File: config.mk
export PLATFORM = sky130hd
export DESIGN_NAME = dmem_axil_bridge
export DESIGN_NICKNAME = d
export VERILOG_FILES = /design/src/rtl/dmem_axil_bridge_pkg.sv /design/src/rtl/dmem_axil_bridge.sv
export SDC_FILE = /design/constraint.sdc
export NUM_CORES = 1
export LEC_CHECK = 0
export CORE_ASPECT_RATIO = 1.1
export CORE_MARGIN = 1.5
export CORE_UTILIZATION = 38
export DETAILED_ROUTE_END_ITERATION = 6
export HOLD_SLACK_MARGIN = 0.05
export PLACE_DENSITY = 0.9
export SLEW_MARGIN = 20
export SYNTH_ARGS = -nofsm -noshare
export SYNTH_HDL_FRONTEND = slang
export SYNTH_SLANG_ARGS = --single-unit
File: constraint.sdc
create_clock -name aclk -period 4 [get_ports aclk]
set_clock_uncertainty 0.15 [all_clocks]
set_input_delay 0.6 -clock aclk [delete_from_list [all_inputs] [get_ports aclk]]
set_output_delay 0.6 -clock aclk [all_outputs]
set_load 0.02 [all_outputs]
File: src/rtl/dmem_axil_bridge_pkg.sv
// rtl/dmem_axil_bridge_pkg.sv - state encoding and AXI response codes for the MEM-stage AXI4-Lite bridge
package dmem_axil_bridge_pkg;

  typedef enum logic [2:0] {
    ST_IDLE  = 3'd0,
    ST_WADDR = 3'd1,
    ST_WRESP = 3'd2,
    ST_RADDR = 3'd3,
    ST_RDATA = 3'd4,
    ST_DONE  = 3'd5
  } state_t;

  localparam logic [1:0] RESP_OKAY   = 2'b00;
  localparam logic [1:0] RESP_EXOKAY = 2'b01;
  localparam logic [1:0] RESP_SLVERR = 2'b10;
  localparam logic [1:0] RESP_DECERR = 2'b11;

endpackage

File: src/rtl/dmem_axil_bridge.sv
// rtl/dmem_axil_bridge.sv - MEM-stage load/store to AXI4-Lite master adapter with pipeline stall
module dmem_axil_bridge
  import dmem_axil_bridge_pkg::*;
#(
  parameter int ADDR_WIDTH = 32,
  parameter int DATA_WIDTH = 32
) (
  input  logic                    aclk,
  input  logic                    areset,
  input  logic                    mem_r,
  input  logic                    mem_w,
  input  logic [DATA_WIDTH/8-1:0] mem_w_strb,
  input  logic [ADDR_WIDTH-1:0]   mem_addr,
  input  logic [DATA_WIDTH-1:0]   mem_w_data,
  output logic [DATA_WIDTH-1:0]   mem_r_data,
  output logic                    stall,
  output logic                    bus_err,
  output logic [ADDR_WIDTH-1:0]   m_awaddr,
  output logic                    m_awvalid,
  input  logic                    m_awready,
  output logic [DATA_WIDTH-1:0]   m_wdata,
  output logic [DATA_WIDTH/8-1:0] m_wstrb,
  output logic                    m_wvalid,
  input  logic                    m_wready,
  input  logic [1:0]              m_bresp,
  input  logic                    m_bvalid,
  output logic                    m_bready,
  output logic [ADDR_WIDTH-1:0]   m_araddr,
  output logic                    m_arvalid,
  input  logic                    m_arready,
  input  logic [DATA_WIDTH-1:0]   m_rdata,
  input  logic [1:0]              m_rresp,
  input  logic                    m_rvalid,
  output logic                    m_rready
);

  localparam int STRB_WIDTH = DATA_WIDTH / 8;

  state_t                  state;
  state_t                  state_next;
  logic [ADDR_WIDTH-1:0]   addr_q;
  logic [DATA_WIDTH-1:0]   wdata_q;
  logic [STRB_WIDTH-1:0]   wstrb_q;
  logic                    aw_done;
  logic                    w_done;
  logic                    aw_hs;
  logic                    w_hs;
  logic                    aw_fin;
  logic                    w_fin;
  logic                    resp_err;

  // Valids are decoded from registered state only, so reset drops them at once.
  assign m_awvalid = (state == ST_WADDR) && !aw_done;
  assign m_wvalid  = (state == ST_WADDR) && !w_done;
  assign m_bready  = (state == ST_WRESP);
  assign m_arvalid = (state == ST_RADDR);
  assign m_rready  = (state == ST_RDATA);

  assign m_awaddr = addr_q;
  assign m_araddr = addr_q;
  assign m_wdata  = wdata_q;
  assign m_wstrb  = wstrb_q;

  assign aw_hs  = m_awvalid && m_awready;
  assign w_hs   = m_wvalid && m_wready;
  assign aw_fin = aw_done || aw_hs;
  assign w_fin  = w_done || w_hs;

  assign stall = (mem_r || mem_w) && (state != ST_DONE);

  assign resp_err = ((state == ST_WRESP) && m_bvalid && (m_bresp != RESP_OKAY)) ||
                    ((state == ST_RDATA) && m_rvalid && (m_rresp != RESP_OKAY));

  always_comb begin
    state_next = state;
    case (state)
      ST_IDLE: begin
        if (mem_w) begin
          state_next = ST_WADDR;
        end else if (mem_r) begin
          state_next = ST_RADDR;
        end
      end
      ST_WADDR: if (aw_fin && w_fin) state_next = ST_WRESP;
      ST_WRESP: if (m_bvalid) state_next = ST_DONE;
      ST_RADDR: if (m_arready) state_next = ST_RDATA;
      ST_RDATA: if (m_rvalid) state_next = ST_DONE;
      ST_DONE:  state_next = ST_IDLE;
      default:  state_next = ST_IDLE;
    endcase
  end

  always_ff @(posedge aclk or posedge areset) begin
    if (areset) begin
      state <= ST_IDLE;
    end else begin
      state <= state_next;
    end
  end

  // A simultaneous load request is dropped when a store is present.
  always_ff @(posedge aclk or posedge areset) begin
    if (areset) begin
      addr_q  <= '0;
      wdata_q <= '0;
      wstrb_q <= '0;
    end else if (state == ST_IDLE) begin
      if (mem_w) begin
        addr_q  <= {mem_addr[ADDR_WIDTH-1:2], 2'b00};
        wdata_q <= mem_w_data;
        wstrb_q <= mem_w_strb;
      end else if (mem_r) begin
        addr_q  <= {mem_addr[ADDR_WIDTH-1:2], 2'b00};
      end
    end
  end

  // Per-channel done flags clear on the cycle the write leaves WADDR.
  always_ff @(posedge aclk or posedge areset) begin
    if (areset) begin
      aw_done <= 1'b0;
      w_done  <= 1'b0;
    end else begin
      aw_done <= (state == ST_WADDR) && !(aw_fin && w_fin) && aw_fin;
      w_done  <= (state == ST_WADDR) && !(aw_fin && w_fin) && w_fin;
    end
  end

  always_ff @(posedge aclk or posedge areset) begin
    if (areset) begin
      mem_r_data <= '0;
      bus_err    <= 1'b0;
    end else begin
      bus_err <= resp_err;
      if ((state == ST_RDATA) && m_rvalid) begin
        mem_r_data <= m_rdata;
      end
    end
  end

endmodule

==> impl_metrics.py <==
metrics = {
    "outcome": {
        "outcome": "finished clean",
    },
    "routing": {
        "detail_route_met2_wl_mm": 5.60,
        "1st_pass_router_iterations": 3,
        "viasPerCell": 4.58,
        "wl_cell_um": 16.3,
        "detail_route.iter0.violations": 78,
        "detailroute.via_count": 3029,
        "wl_met3_um": 998,
        "drt-total-wl_mm": 10.8,
        "route.layer.met1.wl_mm": 4.06,
        "maxUsedRoutingLayer": "met4",
        "route.antenna.remaining_nets": 0,
        "post-route-drc-count": 0,
    },
    "logic_synthesis": {
        "asyncSetResetFlopFracSynth_pct": 100,
        "synth_area_per_cell_um2": 15.2,
        "synthesis.area_mm2": 0.00442,
        "syn_inst": 290,
        "yosys_register_bits": 104,
        "synth_edf_count": 0,
        "synth_sequential_area_ratio_pct": 58.9,
        "synth-warning-count": 0,
        "post_synth_num_cell_types": 28,
        "synth-main-ff-cell": "dfrtp_1",
    },
    "worst_setup_path": {
        "cp_data_arrival_time_ps": 2200,
        "timing.rr.end": "mem_r_data[26]$_DFFE_PP0P_",
        "number_of_buffer_and_inverter_stages_on_the_critical_path": 2,
        "cpLargestDelayFamily": "buffers and inverters",
        "worstSetupPathType": "reg -> out",
        "worst-r2r-setup-slack_ps": 1870,
        "timing.critical_path.fanout_max": 11,
        "worst_setup_path_start_kind": "flop",
        "crit_slowest_cell": "clkdlybuf4s50_1",
        "cpPeakStageDelay_ps": 700,
        "worstReg2RegStart": "state[2]$_DFFE_PP0P_",
        "required_time_of_the_critical_path_ps": 3250,
        "worst_r2r_path_depth": 4,
        "end_kind": "primary output",
        "crit_chain": "inv_1, nor3_1, clkdlybuf4s50_1",
    },
    "floorplanning": {
        "rows": 41,
        "die-height_um": 116,
        "core_mm2": 0.0114,
        "start_util_pct": 38.8,
        "io_pins": 252,
        "die_extent_in_x_um": 106,
        "design.die.area_mm2": 0.0123,
    },
    "layout": {
        "fin_nets": 619,
        "p_r_area_growth_vs_syn_pct": 60.2,
        "drive_gt1_share_pct": 23.5,
        "antenna-diode-count": 0,
    },
    "timing": {
        "setup_viol_count_final": 0,
        "clock.fmax_mhz": 339,
        "drv_slew": 0,
        "min_period_over_period_pct": 73.8,
        "worst-slew-pin-transition_ps": 722,
        "finalCriticalPeriod_ps": 2950,
        "finalHoldViolations": 0,
        "unrepaired_setup_endpoints_after_global_routing": "no",
        "slew_headroom_pct": 51.8,
        "setup_tns_ps": 0,
        "hold_ws_ps": 356,
    },
    "placed_design": {
        "dp_hpwl_mm": 8.25,
        "gp_congestion": 0.696,
        "placement.io_buffers": 245,
    },
    "grt": {
        "global_route_wire_length_before_repair_mm": 16.3,
        "globalRouteTotalUtil_pct": 17.1,
        "initial_antenna_violation_count": 0,
        "number_of_global_route_vias_before_repair": 3216,
        "grt_start_max_net_pins": 84,
        "gr-total-overflow": 0,
    },
    "worst_hold_path": {
        "timing.hold.worst.start": "w_done$_DFF_PP0_",
        "worstHoldPathType": "reg -> reg",
        "hold-path-cell-count": 1,
        "holdPathEnd": "aw_done$_DFF_PP0_",
    },
    "clock_tree": {
        "clock_tree_from_tritoncts": "yes",
        "clock_insertion_delay_worst_skew_ps": 330,
        "clkSinkCount": 104,
        "clock-root-buffer": "clkbuf_16",
        "cts.repair.resized": 0,
        "path_clk_slew_ps": 70,
        "cts_max_path_buffers": 2,
        "cts_inserted_buffers": 9,
        "cts.htree.levels": 3,
        "postCtsSetupRepairBufs": 0,
        "cts_hold_buffers": 0,
    },
    "run": {
        "timing.max_cap.violations": 0,
    },
    "pwr": {
        "total_power_mw": 6.31,
        "leakage_nw": 2.96,
        "ir_drop_mv": 0.433,
        "power_density_mw_per_mm2": 891,
    },
}
-- flip-flops by register name, indices dropped and copies added, names as in the netlist --
register    cells
m_wdata        32
state           3
aw_done         1
mem_r_data     32
bus_err         1
w_done          1
m_wstrb         4
m_araddr       30
-- per-layer routing --
layer	global-route usage [%]	vias up
li1	-	1399
met1	19.1	1455
met2	31.0	164
met3	6.25	11
met4	4.68	0
met5	0	-
-- Yosys cell counts (2+ instances only) --
cell | instances | area, µm²
dfrtp_1 | 104 | 2600
mux2_2 | 67 | 754
buf_4 | 37 | 278
mux2_4 | 30 | 450
nor2_1 | 8 | 30.0
o21ai_0 | 6 | 30.0
buf_2 | 5 | 25.0
buf_6 | 4 | 45.0
nand2_1 | 3 | 11.3
nor3_1 | 3 | 15.0
a21o_1 | 2 | 15.0
a21oi_1 | 2 | 10.0
inv_1 | 2 | 7.51
mux2_1 | 2 | 22.5
nor4_1 | 2 | 12.5
-- cell families (layout without fill, tap and decap cells) --
| kind of cell | Yosys count | after routing | synth area share, % |
|---|---|---|---|
| buffers and inverters | 49 | 267 | 8.12 |
| muxes | 99 | 99 | 27.8 |
| other | 1 | 4 | 0.0848 |
| DFF | 104 | 104 | 58.9 |
| and+or+nand+nor | 23 | 23 | 3.23 |
| AOI/OAI and AO/OA | 14 | 14 | 1.92 |
-- stage by stage --
stage               std cells  setup WS (ps)  instance area (µm²)  util, %
finish                    661           1050                 7080     62.2
global placement          645           1200                 6760     59.3
detailed placement        645           1240                 6760     59.3
CTS                       661           1030                 7080     62.2
floorplan                 293            518                 4430        -
global route              661            923                 7080     62.2
-- placed cells by master, fill, tap and decap left out, types with 3 or more instances in the layout --
| cell | instances |
|---|---|
| clkdlybuf4s50_1 | 245 |
| dfrtp_1 | 104 |
| mux2_2 | 67 |
| mux2_4 | 30 |
| clkbuf_16 | 9 |
| nor2_1 | 8 |
| o21ai_0 | 6 |
| conb_1 | 4 |
| buf_4 | 4 |
| nand2_1 | 3 |
| nor3_1 | 3 |
| clkinvlp_4 | 3 |
-- how the worst max path moves through the flow --
| stage | cells past startpoint | slack [ps] | to | startpoint |
|---|---|---|---|---|
| after global placement | 4 | 1200 | stall | mem_w |
| after global routing | 3 | 920 | m_bready | state[1]$_DFFE_PP0P_ |
| after CTS | 3 | 1030 | m_bready | state[1]$_DFFE_PP0P_ |
| final | 3 | 1050 | m_bready | state[1]$_DFFE_PP0P_ |
| after floorplan | 1 | 520 | aw_done$_DFF_PP0_ | areset |
| after detailed placement | 4 | 1240 | stall | mem_w |
-- where the power goes --
group | total [mW] | switching (mW) | internal, mW
clock network | 0.932 | 0.381 | 0.551
registers | 1.95 | 0.370 | 1.58
logic | 3.43 | 1.53 | 1.90
total | 6.31 | 2.28 | 4.02
-- area by class of cell --
class                      instances  area [µm²]
fill                             888        4310
sequential                       104        2600
timing repair buffer             249        2480
multi-input combinational        140        1480
clock buffer                      10         229
tap                              150         188
clock inverter                     6        91.3
inverter                           2        12.5
Note: power is estimated with default switching activity, not from simulation.
